--- src/rtl/dual_core_mem_arbiter.sv ---
// Round-robin arbiter sharing one single-ported memory between two multicycle cores.
// Optional busy-timeout abort is compiled in when ARB_TIMEOUT_EN is defined.
module dual_core_mem_arbiter #(
  parameter bit          RESET_LAST     = 1'b1,
  parameter int unsigned TIMEOUT_CYCLES = 256
) (
  input  logic        clk,
  input  logic        rst,

  input  logic        c0_mem_en,
  input  logic        c0_mem_read,
  input  logic        c0_mem_write,
  input  logic [31:0] c0_adr,
  input  logic [31:0] c0_wdata,
  input  logic [1:0]  c0_len,
  output logic [31:0] c0_rdata,
  output logic        c0_run,

  input  logic        c1_mem_en,
  input  logic        c1_mem_read,
  input  logic        c1_mem_write,
  input  logic [31:0] c1_adr,
  input  logic [31:0] c1_wdata,
  input  logic [1:0]  c1_len,
  output logic [31:0] c1_rdata,
  output logic        c1_run,

  output logic        mem_en,
  output logic        mem_read,
  output logic        mem_write,
  output logic [31:0] mem_adr,
  output logic [31:0] mem_wdata,
  output logic [1:0]  mem_len,
  input  logic [31:0] mem_rdata,
  input  logic        mem_ready,

  output logic        arb_timeout
);

  typedef enum logic [1:0] {
    IDLE = 2'd0,
    BUSY = 2'd1,
    DONE = 2'd2
  } arbState_e;

  arbState_e   state;
  arbState_e   nextState;
  logic        grant;
  logic        lastGrant;
  logic        winner;
  logic        startAccess;
  logic        finishAccess;
  logic        timeoutHit;
  logic        loadRdata;
  logic [31:0] rdataLoad;

  if (TIMEOUT_CYCLES < 2 || TIMEOUT_CYCLES > 65535) begin : gTimeoutRange
    $error("dual_core_mem_arbiter: TIMEOUT_CYCLES must be within 2..65535");
  end

`ifdef ARB_TIMEOUT_EN
  localparam logic [15:0] TIMEOUT_LAST = 16'(TIMEOUT_CYCLES - 1);
  logic [15:0] busyCount;
`endif

  always_ff @(posedge clk or posedge rst) begin
    if (rst) state <= IDLE;
    else     state <= nextState;
  end

  // NOTE: every output of this block gets a default first so no path can infer a latch.
  always_comb begin
    nextState    = state;
    winner       = 1'b0;
    startAccess  = 1'b0;
    finishAccess = 1'b0;
    timeoutHit   = 1'b0;
    unique case (state)
      IDLE: begin
        if (c0_mem_en || c1_mem_en) begin
          startAccess = 1'b1;
          // On a tie the core that was not served last goes first.
          winner      = (c0_mem_en && c1_mem_en) ? ~lastGrant : c1_mem_en;
          nextState   = BUSY;
        end
      end
      BUSY: begin
        if (mem_ready) begin
          finishAccess = 1'b1;
          nextState    = DONE;
        end
`ifdef ARB_TIMEOUT_EN
        else if (busyCount == TIMEOUT_LAST) begin
          timeoutHit = 1'b1;
          nextState  = DONE;
        end
`endif
      end
      DONE:    nextState = IDLE;
      default: nextState = IDLE;
    endcase
  end

  // Writes never touch the read-data registers; an aborted access returns a marker value.
  assign loadRdata = (finishAccess && mem_read) || timeoutHit;
  assign rdataLoad = timeoutHit ? 32'hDEADBEEF : mem_rdata;

  // NOTE: sequential state uses non-blocking assignments so every register samples pre-edge values.
  always_ff @(posedge clk or posedge rst) begin
    if (rst) begin
      grant     <= 1'b0;
      lastGrant <= RESET_LAST;
      mem_en    <= 1'b0;
      mem_read  <= 1'b0;
      mem_write <= 1'b0;
      mem_adr   <= '0;
      mem_wdata <= '0;
      mem_len   <= '0;
      c0_rdata  <= '0;
      c1_rdata  <= '0;
    end else if (startAccess) begin
      grant     <= winner;
      mem_en    <= 1'b1;
      mem_read  <= winner ? c1_mem_read  : c0_mem_read;
      mem_write <= winner ? c1_mem_write : c0_mem_write;
      mem_adr   <= winner ? c1_adr       : c0_adr;
      mem_wdata <= winner ? c1_wdata     : c0_wdata;
      mem_len   <= winner ? c1_len       : c0_len;
    end else if (finishAccess || timeoutHit) begin
      lastGrant <= grant;
      mem_en    <= 1'b0;
      mem_read  <= 1'b0;
      mem_write <= 1'b0;
      mem_adr   <= '0;
      mem_wdata <= '0;
      mem_len   <= '0;
      if (loadRdata) begin
        if (grant) c1_rdata <= rdataLoad;
        else       c0_rdata <= rdataLoad;
      end
    end
  end

`ifdef ARB_TIMEOUT_EN
  always_ff @(posedge clk or posedge rst) begin
    if (rst)                busyCount <= '0;
    else if (startAccess)   busyCount <= '0;
    else if (state == BUSY) busyCount <= busyCount + 16'd1;
  end

  always_ff @(posedge clk or posedge rst) begin
    if (rst)             arb_timeout <= 1'b0;
    else if (timeoutHit) arb_timeout <= 1'b1;
  end
`else
  assign arb_timeout = 1'b0;
`endif

  // A requesting core stays frozen until the single DONE cycle of its own access.
  assign c0_run = !c0_mem_en || (state == DONE && grant == 1'b0);
  assign c1_run = !c1_mem_en || (state == DONE && grant == 1'b1);

endmodule

--- config.mk ---
export PLATFORM = sky130hd
export DESIGN_NAME = dual_core_mem_arbiter
export DESIGN_NICKNAME = d
export VERILOG_FILES = /design/src/rtl/dual_core_mem_arbiter.sv
export SDC_FILE = /design/constraint.sdc
export NUM_CORES = 1
export LEC_CHECK = 0
export CORE_ASPECT_RATIO = 1.25
export CORE_MARGIN = 8
export CORE_UTILIZATION = 43
export CTS_CLUSTER_SIZE = 28
export DETAILED_ROUTE_END_ITERATION = 16
export PLACE_DENSITY = 0.95
export SYNTH_ARGS = -nofsm -noshare
export SYNTH_HDL_FRONTEND = slang
export SYNTH_SLANG_ARGS = --single-unit
--- constraint.sdc ---
create_clock -name clk -period 9 [get_ports clk]
set_input_delay 0.9 -clock clk [delete_from_list [all_inputs] [get_ports clk]]
set_output_delay 0.9 -clock clk [all_outputs]
set_load 0.005 [all_outputs]
After elaboration in Yosys (flattened, before gate mapping)
Index checks and enable logic that the tools add are counted.
{ "op_classes": {"n_eq_ne": 4, "muxes": 24, "n_bitwise": 3, "reduce_logical": 15} }
{ "op_table": {"columns": ["cell", "n"], "rows": [
  ["32-bit two-way mux", 5],
  ["1-bit two-way mux", 13],
  ["2-bit two-way mux", 5],
  ["4-bit AND reduction", 2],
  ["1-bit logical AND", 4],
  ["2-bit inequality test (second input constant)", 2],
  ["2-bit case mux with 2 select lines", 1],
  ["2-bit AND reduction", 2],
  ["1-bit logical OR", 3],
  ["1-bit NOT", 3],
  ["2-bit by 1-bit equality test with 1-bit output (second input constant)", 1],
  ["2-bit equality test (second input constant)", 1],
  ["1-bit logical NOT", 2],
  ["2-bit logical NOT", 1],
  ["2-bit nonzero test", 1]
]} }
{ "word_totals": {"regBits": 137, "inputBits": 173, "out_inout_bits": 136, "elab_cells": 57} }

Depth between registers and ports, before layout
Gate-level depths: netlist of the first run.
{ "logic_depth": {"depth_word": 6, "ltp_mapped": 6, "depth_no_buf": 3} }

Least setup slack after synthesis of the first run
OpenSTA, ideal clock, no wires.
{ "synth_path": {"kind": "input-to-reg", "from": "input port mem_ready", "to": "register c0_rdata[0]", "setup_time_ps": 125, "t_arrival_ps": 1900, "setup_slack_ps": 6975, "cell_stages": 6, "path_buffers": 3, "path_cell_list": "and3b_1 buf_6 and3_4 buf_6 buf_6 mux2_4"} }
{ "synth_between": {"elab_chain_len": 4} }
{ "synth_rtl": {"columns": ["item", "line_no", "text"], "rows": [
  ["start, declared", "35", "input logic mem_ready,"],
  ["1-bit two-way mux (*)", "88", "if (mem_ready) begin"],
  ["1-bit two-way mux (*)", "78", "unique case (state)"],
  ["1-bit logical AND", "105", "assign loadRdata = (finishAccess && mem_read) || timeoutHit;"],
  ["4-bit AND reduction (no line) (*)", null, null],
  ["end signal, assigned", "139", "else c0_rdata <= rdataLoad;"],
  ["end, declared", "16", "output logic [31:0] c0_rdata,"]
]} }
Every way passes the cells marked *; elsewhere a longest branch is shown, timed or not.
A chain may end at the register's enable or synchronous reset.

Worst setup path in the final report of the first run
{ "layout_path": {"from": "input port c0_mem_en", "to": "output port c0_run"} }
{ "layout_between": {"elab_chain_len": 2} }
{ "layout_rtl": {"columns": ["item", "line_no", "text"], "rows": [
  ["start, declared", "10", "input logic c0_mem_en,"],
  ["1-bit logical NOT", "160", "assign c0_run = !c0_mem_en || (state == DONE && grant == 1'b0);"],
  ["1-bit logical OR", "160", null],
  ["end, declared", "17", "output logic c0_run,"]
]} }
No other way between the ends.

==> out/results.txt, run 1 <==
first-pass GRT wire length: 30,870 um
Final Hold Viols: 0
most frequent CP cell: clkdlybuf4s50_1
Setup crit end kind: output port
Yosys top cell area share: 0.5792
Worst-path clk slew: 60 ps
Post-CTS Setup Bufs: 0
CP max stage cell: clkdlybuf4s50_1
r2r setup slk: 6820 ps
sequential element share of the synthesized area: 0.5837
CP bufs+invs: 2
final core occ: 0.7239
Setup crit end: c0_run
Leakage Power: 4.116 nW
Die Height: 146.7 um
final setup vio count: 0
Worst Path Arrival: 2210 ps
initial antenna violation count: 1
largest net degree at the start of global routing: 84
gpl congestion: 0.7547
relative slew slack: 0.2627
total CTS buffers: 17
synth unique cells: 27
Final Cycle Share: 0.3461
GR Util met1: 0.2372
Tmin final: 3115 ps
Worst setup SP type: input port
top cells by area, synth: dfrtp_1 58%, mux2i_1 11%, o2bb2ai_1 10%
final antenna diode count: 0
clock root buffer: clkbuf_16
CP Launch Point: c0_mem_en
GR Overflow Total: 0
Global Route Usage Sum: 0.2240
logic gate share of total power: 0.419
Yosys reg bits: 137
Crit Path Max Fanout: 6
final-report max-slew violation count: 0
layout net count: 863
Post-CTS Hold Buffers: 0
Power Density: 324.9 mW/mm2
reg2reg start: state[1]$_DFFE_PP0P_
total core area: 0.01329 mm2
Worst Hold Class: register to register
critical path type: input port to output port
post-route ant nets: 0
slowest cell delay on critical path: 670 ps
MaxCap Viol Count: 0
Post-Syn Instances: 391
cell depth of the worst setup path: 3
row count: 47
reg2reg path depth: 3
M2 GR Usage: 0.3913
average vias per placed instance: 5.281
Fmax: 321.1 MHz
cell family with the largest share of critical-path delay: buffers and inverters
vias post-DR: 4,605
YS warnings: 0
number of clock sinks: 137
Flop pwr share: 0.358
post-synthesis cell area: 0.005876 mm2
Starting Density: 0.4421
GRT met3 Usage: 0.07899
first drt pass iteration count: 4
worst vdd ir: 0.1609 mV
Slew @ Worst Pin: 1106 ps
switch share: 0.2962
hold slack: 491.7 ps
post-detail-place hpwl: 15,190 um
syn nets: 564
Setup Skew: 9.489 ps
P&R area growth vs syn: 63.74%
Worst R2R End: c1_rdata[27]$_DFFE_PP0P_
die area: 0.01768 mm2
sw power: 0.9257 mW
Top Ports: 309
post-route DRC violation count: 0
Initial DRC Count: 204
Clock Latency Late Sink: 410 ps
post_cts resized: 0
required time of the critical path: 8100 ps
Avg Inst Size Synth: 15.03 um2
Port-buffer cells: 307
RSZ-0062 raised after global routing: false
drt wl/cell: 22.76 um
CTS tree: yes
Int Power: 2.200 mW
grt peak-use layer: met2
setup TNS: 0 ps
Die Span X: 120.6 um
area leader, netlist: dfrtp_1
H-tree levels: 4
via count of the first global-routing pass: 5,439
Post-Route WL: 19,850 um
CTS Buffer Depth: 2
status: complete, no violations
layout cells sized above 1: 0.1455
worst path cell trace: clkdlybuf4s50_1 > o21ai_0 > clkdlybuf4s50_1
Clk pwr share: 0.223
-- synthesized netlist by cell type --
cell type  number
clkbuf_1        9
o2bb2ai_1      68
nor2_1          1
nor3_1          1
and3_4          1
buf_1           1
buf_2          10
and3b_1         3
a22o_1          1
o21ai_1         1
o221ai_1        2
or2b_1          1
nand3_2         1
nand2b_1        1
mux2_4         30
buf_4           6
dfrtp_1       136
o21ai_0         4
dfstp_2         1
buf_6           5
mux2i_1        66
a211o_1         1
mux2_1          4
conb_1          1
a21boi_0        1
mux2_2         31
inv_1           4
-- cells in the final DEF (no fill, tap or decap), drive strengths merged --
cell / n
a21boi: 1
clkinvlp: 2
clkinv: 6
bufinv: 3
and3b: 3
nand3: 1
o221ai: 2
mux2i: 66
mux2: 65
clkdlybuf4s50: 307
buf: 4
o2bb2ai: 68
or2b: 1
o21ai: 5
nor3: 1
nand2b: 1
dfrtp: 136
a22o: 1
and3: 1
a211o: 1
nor2: 1
inv: 5
dfstp: 1
clkbuf: 18
conb: 1
-- area by class of cell --
type / instances / area (um2)
timing repair buffer: 311 / 3103
tap: 171 / 214.0
sequential: 137 / 3430
clock buffer: 18 / 439.2
fill: 887 / 3670
multi-input combinational: 219 / 2266
inverter: 4 / 17.52
clock inverter: 12 / 151.4
-- worst reg2reg max path: stages, from the launching register on --
cell and delay [ps]:
dfrtp_1 420, and3b_1 340, nand3_2 690, mux2_1 610
-- power groups by stage --
stage / sequential (mW) / combinational [mW] / clock, mW
3_5_place_dp: 1.11 / 1.33 / 0
4_1_cts: 1.12 / 1.33 / 0.708
2_1_floorplan: 1.11 / 0.480 / 0
3_3_place_gp: 1.09 / 1.28 / 0
5_1_grt: 1.15 / 1.40 / 0.736
6_report: 1.12 / 1.31 / 0.697
-- worst min-delay path by stage --
stage	endpoint	start	cells past startpoint
after global placement	mem_wdata[4]$_DFFE_PP0P_	mem_wdata[4]$_DFFE_PP0P_	1
after global routing	mem_wdata[25]$_DFFE_PP0P_	mem_wdata[25]$_DFFE_PP0P_	1
after detailed placement	mem_wdata[20]$_DFFE_PP0P_	mem_wdata[20]$_DFFE_PP0P_	1
after floorplan	mem_adr[0]$_DFFE_PP0P_	mem_adr[0]$_DFFE_PP0P_	1
final	mem_wdata[25]$_DFFE_PP0P_	mem_wdata[25]$_DFFE_PP0P_	1
after CTS	mem_wdata[25]$_DFFE_PP0P_	mem_wdata[25]$_DFFE_PP0P_	1
-- sequential cells by signal (all words and copies together), names as in the netlist, 2 cells and up --
register / count
c0_rdata: 32
mem_len: 2
mem_adr: 32
state: 2
mem_wdata: 32
c1_rdata: 32
-- stage by stage --
stage / area, um2 / power, mW / setup slack [ps] / std cells
2_1_floorplan: 5876 / 1.586 / 4434 / 391
3_3_place_gp: 9030 / 2.369 / 5738 / 842
3_5_place_dp: 9030 / 2.441 / 5618 / 842
4_1_cts: 9620 / 3.156 / 5880 / 872
5_1_grt: 9620 / 3.281 / 5841 / 872
6_report: 9620 / 3.125 / 5885 / 872
-- metal layers --
layer  vias to the layer above  routed length, um
met4                         2                699
met2                       225              10160
met1                      2282               7409
li1                       2054                  -
met5                         -                 13
met3                        42               1572
-- kinds of logic after synthesis --
group                  Yosys count  synth area share
multiplexers                   131            0.2562
flip-flops                     137            0.5837
buffers and inverters           35           0.03471
AO/OA/AOI/OAI                   78            0.1129
other                            1         0.0006382
AND/OR/NAND/NOR                  9           0.01193
No activity file was read; power rests on OpenSTA's default activity.
==> inputs of run 2 (changes only) <==
--- a/config.mk
+++ b/config.mk
@@ -7,10 +7,10 @@
 export LEC_CHECK = 0
 export CORE_ASPECT_RATIO = 1.25
 export CORE_MARGIN = 8
-export CORE_UTILIZATION = 43
+export CORE_UTILIZATION = 36
 export CTS_CLUSTER_SIZE = 28
 export DETAILED_ROUTE_END_ITERATION = 16
-export PLACE_DENSITY = 0.95
+export PLACE_DENSITY = 0.87
 export SYNTH_ARGS = -nofsm -noshare
 export SYNTH_HDL_FRONTEND = slang
 export SYNTH_SLANG_ARGS = --single-unit
==> constraint.sdc (replaced) <==
create_clock -name clk -period 2.6 [get_ports clk]
set_input_delay 0.26 -clock clk [delete_from_list [all_inputs] [get_ports clk]]
set_output_delay 0.26 -clock clk [all_outputs]
set_load 0.005 [all_outputs]
==> run 2 against run 1 <==
Compared with the run above: combinational power rose to 3.5 times the previous value; count of clock-buffer cells in the layout did not move; sequential share of layout area fell by 0.77 points; non-clock buffer count rose by 9; flip-flop and latch count did not move; highest routed layer is now met4; cell count rose by 6.4%; register-to-register slack got worse by 6000 ps; clock skew barely moved; core utilization fell by 11 points; die area rose by 17%; wire length rose by 0.54%; total power rose to 3.5 times the previous value.
==> out/results.txt, run 2 (synthesized netlist as in run 1, its figures left out) <==
post-route DRC violation count: 0 (unchanged)
final setup vio count: 0 (unchanged)
switch share: 0.3004 (+0.004197)
gpl congestion: 0.8476 (+12%)
largest net degree at the start of global routing: 138 (+64%)
Worst Hold Class: input port to async pin
Final Cycle Share: 0.8064
Starting Density: 0.3656 (-0.07648)
Clock Latency Late Sink: 410 ps (about the same)
average vias per placed instance: 4.973 (-5.8%)
Leakage Power: 4.183 nW (+1.6%)
Flop pwr share: 0.353 (-0.005)
post_cts resized: 0 (unchanged)
worst path cell trace: or2b_1 > o21ai_0 > clkdlybuf4s50_1
number of clock sinks: 137 (unchanged)
Post-CTS Setup Bufs: 0 (unchanged)
status: complete, no violations
Post-CTS Hold Buffers: 0 (unchanged)
Top Ports: 309 (unchanged)
Final WS setup: 503.4 ps (-5382 ps)
post-detail-place hpwl: 15,440 um (+1.7%)
r2r setup slk: 790 ps (-6030 ps)
relative slew slack: 0.5297 (+0.2670)
setup TNS: 0 ps (unchanged)
most common cell after layout, fill and taps aside: clkdlybuf4s50_1
Worst-path clk slew: 60 ps (about the same)
vias post-DR: 4,615 (+0.22%)
initial antenna violation count: 0 (-1)
Crit Path Max Fanout: 6 (unchanged)
slowest cell delay on critical path: 570 ps (-100 ps)
Worst Path Arrival: 1840 ps (-370 ps)
clock root buffer: clkbuf_16
Power Total: 10.90 mW (+250%)
row count: 52 (+11%)
CTS tree: yes
first drt pass iteration count: 5 (+1)
Power Density: 1109 mW/mm2 (+240%)
CP bufs+invs: 1 (-1)
required time of the critical path: 2340 ps (-5760 ps)
Tmin final: 2097 ps
MaxCap Viol Count: 0 (unchanged)
Setup Skew: 9.572 ps (+0.08285 ps)
critical path type: register to output port
drt wl/cell: 21.51 um (-5.5%)
Int Power: 7.626 mW (+250%)
Slew @ Worst Pin: 705.5 ps (-400.5 ps)
fillers: 1,236 (+39%)
total CTS buffers: 17 (unchanged)
cell depth of the worst setup path: 3 (unchanged)
CP max stage cell: clkdlybuf4s50_1
post-route ant nets: 0 (unchanged)
cell family with the largest share of critical-path delay: buffers and inverters
Port-buffer cells: 307 (unchanged)
DP Worst Slack: 470.7 ps (-5148 ps)
Worst R2R End: c0_rdata[28]$_DFFE_PP0P_
first-pass GRT wire length: 29,870 um (-3.2%)
Final Hold Viols: 0 (unchanged)
total core area: 0.01607 mm2 (+21%)
via count of the first global-routing pass: 5,124 (-5.8%)
layout net count: 872 (+1.0%)
final antenna diode count: 0 (unchanged)
reg2reg start: state[1]$_DFFE_PP0P_
H-tree levels: 4 (unchanged)
die area: 0.02069 mm2 (+17%)
Die Span X: 130.3 um (+8.1%)
CTS Buffer Depth: 2 (unchanged)
most frequent cells in the layout: 307 x clkdlybuf4s50_1, 136 x dfrtp_1, 68 x o2bb2ai_1
RSZ-0062 raised after global routing: false
Global Route Usage Sum: 0.1876 (-0.03639)
worst vdd ir: 0.5800 mV (+260%)
reg2reg path depth: 4 (+1)
Die Height: 158.8 um (+8.3%)
Clk pwr share: 0.224 (about the same)
GR Overflow Total: 0 (unchanged)
final-report max-slew violation count: 0 (unchanged)
Worst setup SP type: register
Fmax: 477.0 MHz
logic gate share of total power: 0.423 (+0.004)
Post-Route WL: 19,960 um (+0.54%)
layout cells sized above 1: 0.1587 (+0.01320)
Setup crit end kind: output port
Initial DRC Count: 242 (+19%)
P&R area growth vs syn: 67.33%
sw power: 3.275 mW (+250%)
-- run 2: cell count changes in the layout (fill, tap and decap cells not counted), sizes merged --
cell,change
bufinv,-1
inv,+3
buf,+9
clkinvlp,+1
clkinv,-1
-- run 2: stage by stage --
| stage | cell area, um2 | hold WS (ps) | std cells | util |
|---|---|---|---|---|
| after floorplan | 5879 | 367.3 | 391 | - |
| after global placement | 9230 | 471.8 | 896 | 0.5744 |
| after detailed placement | 9230 | 472.9 | 896 | 0.5744 |
| after CTS | 9832 | 451.0 | 928 | 0.6118 |
| after global routing | 9832 | 459.8 | 928 | 0.6118 |
| final | 9832 | 434.6 | 928 | 0.6118 |
-- run 2: routing by layer --
layer | track usage | vias to the layer above | part of all wire
li1 | - | 2090 | -
met1 | 0.1950 | 2264 | 0.35
met2 | 0.3222 | 232 | 0.50
met3 | 0.08076 | 29 | 0.12
met4 | 0.07464 | 0 | 0.025
met5 | 0 | - | 0
-- run 2: worst min-delay path, stage by stage --
cell,delay [ps]
clkdlybuf4s50_1,440
clkinvlp_4,100
buf_12,540
-- run 2: worst max path at each step --
| stage | slack, ps | startpoint | end |
|---|---|---|---|
| after global routing | 420 | state[0]$_DFFE_PP0P_ | c1_run |
| after global placement | 520 | mem_ready | c0_rdata[3]$_DFFE_PP0P_ |
| final | 500 | state[0]$_DFFE_PP0P_ | c1_run |
| after detailed placement | 470 | c1_mem_en | mem_adr[13]$_DFFE_PP0P_ |
| after floorplan | 630 | rst | c0_rdata[0]$_DFFE_PP0P_ |
| after CTS | 470 | state[0]$_DFFE_PP0P_ | c1_run |
-- run 2: power groups by stage --
| stage | logic (mW) | clock network, mW | registers [mW] |
|---|---|---|---|
| floorplan | 1.66 | 0 | 3.83 |
| global placement | 4.54 | 0 | 3.78 |
| detailed placement | 4.67 | 0 | 3.85 |
| CTS | 4.69 | 2.49 | 3.85 |
| global route | 4.91 | 2.58 | 3.96 |
| finish | 4.61 | 2.44 | 3.85 |
-- run 2: cell type report --
class / instances / area (um2) / area share
clock inverter: 14 / 162.7 / 0.01654
multi-input combinational: 219 / 2266 / 0.2305
clock buffer: 18 / 439.2 / 0.04467
sequential: 137 / 3430 / 0.3488
timing repair buffer: 320 / 3246 / 0.3301
inverter: 4 / 18.77 / 0.001909
tap: 216 / 270.3 / 0.02749
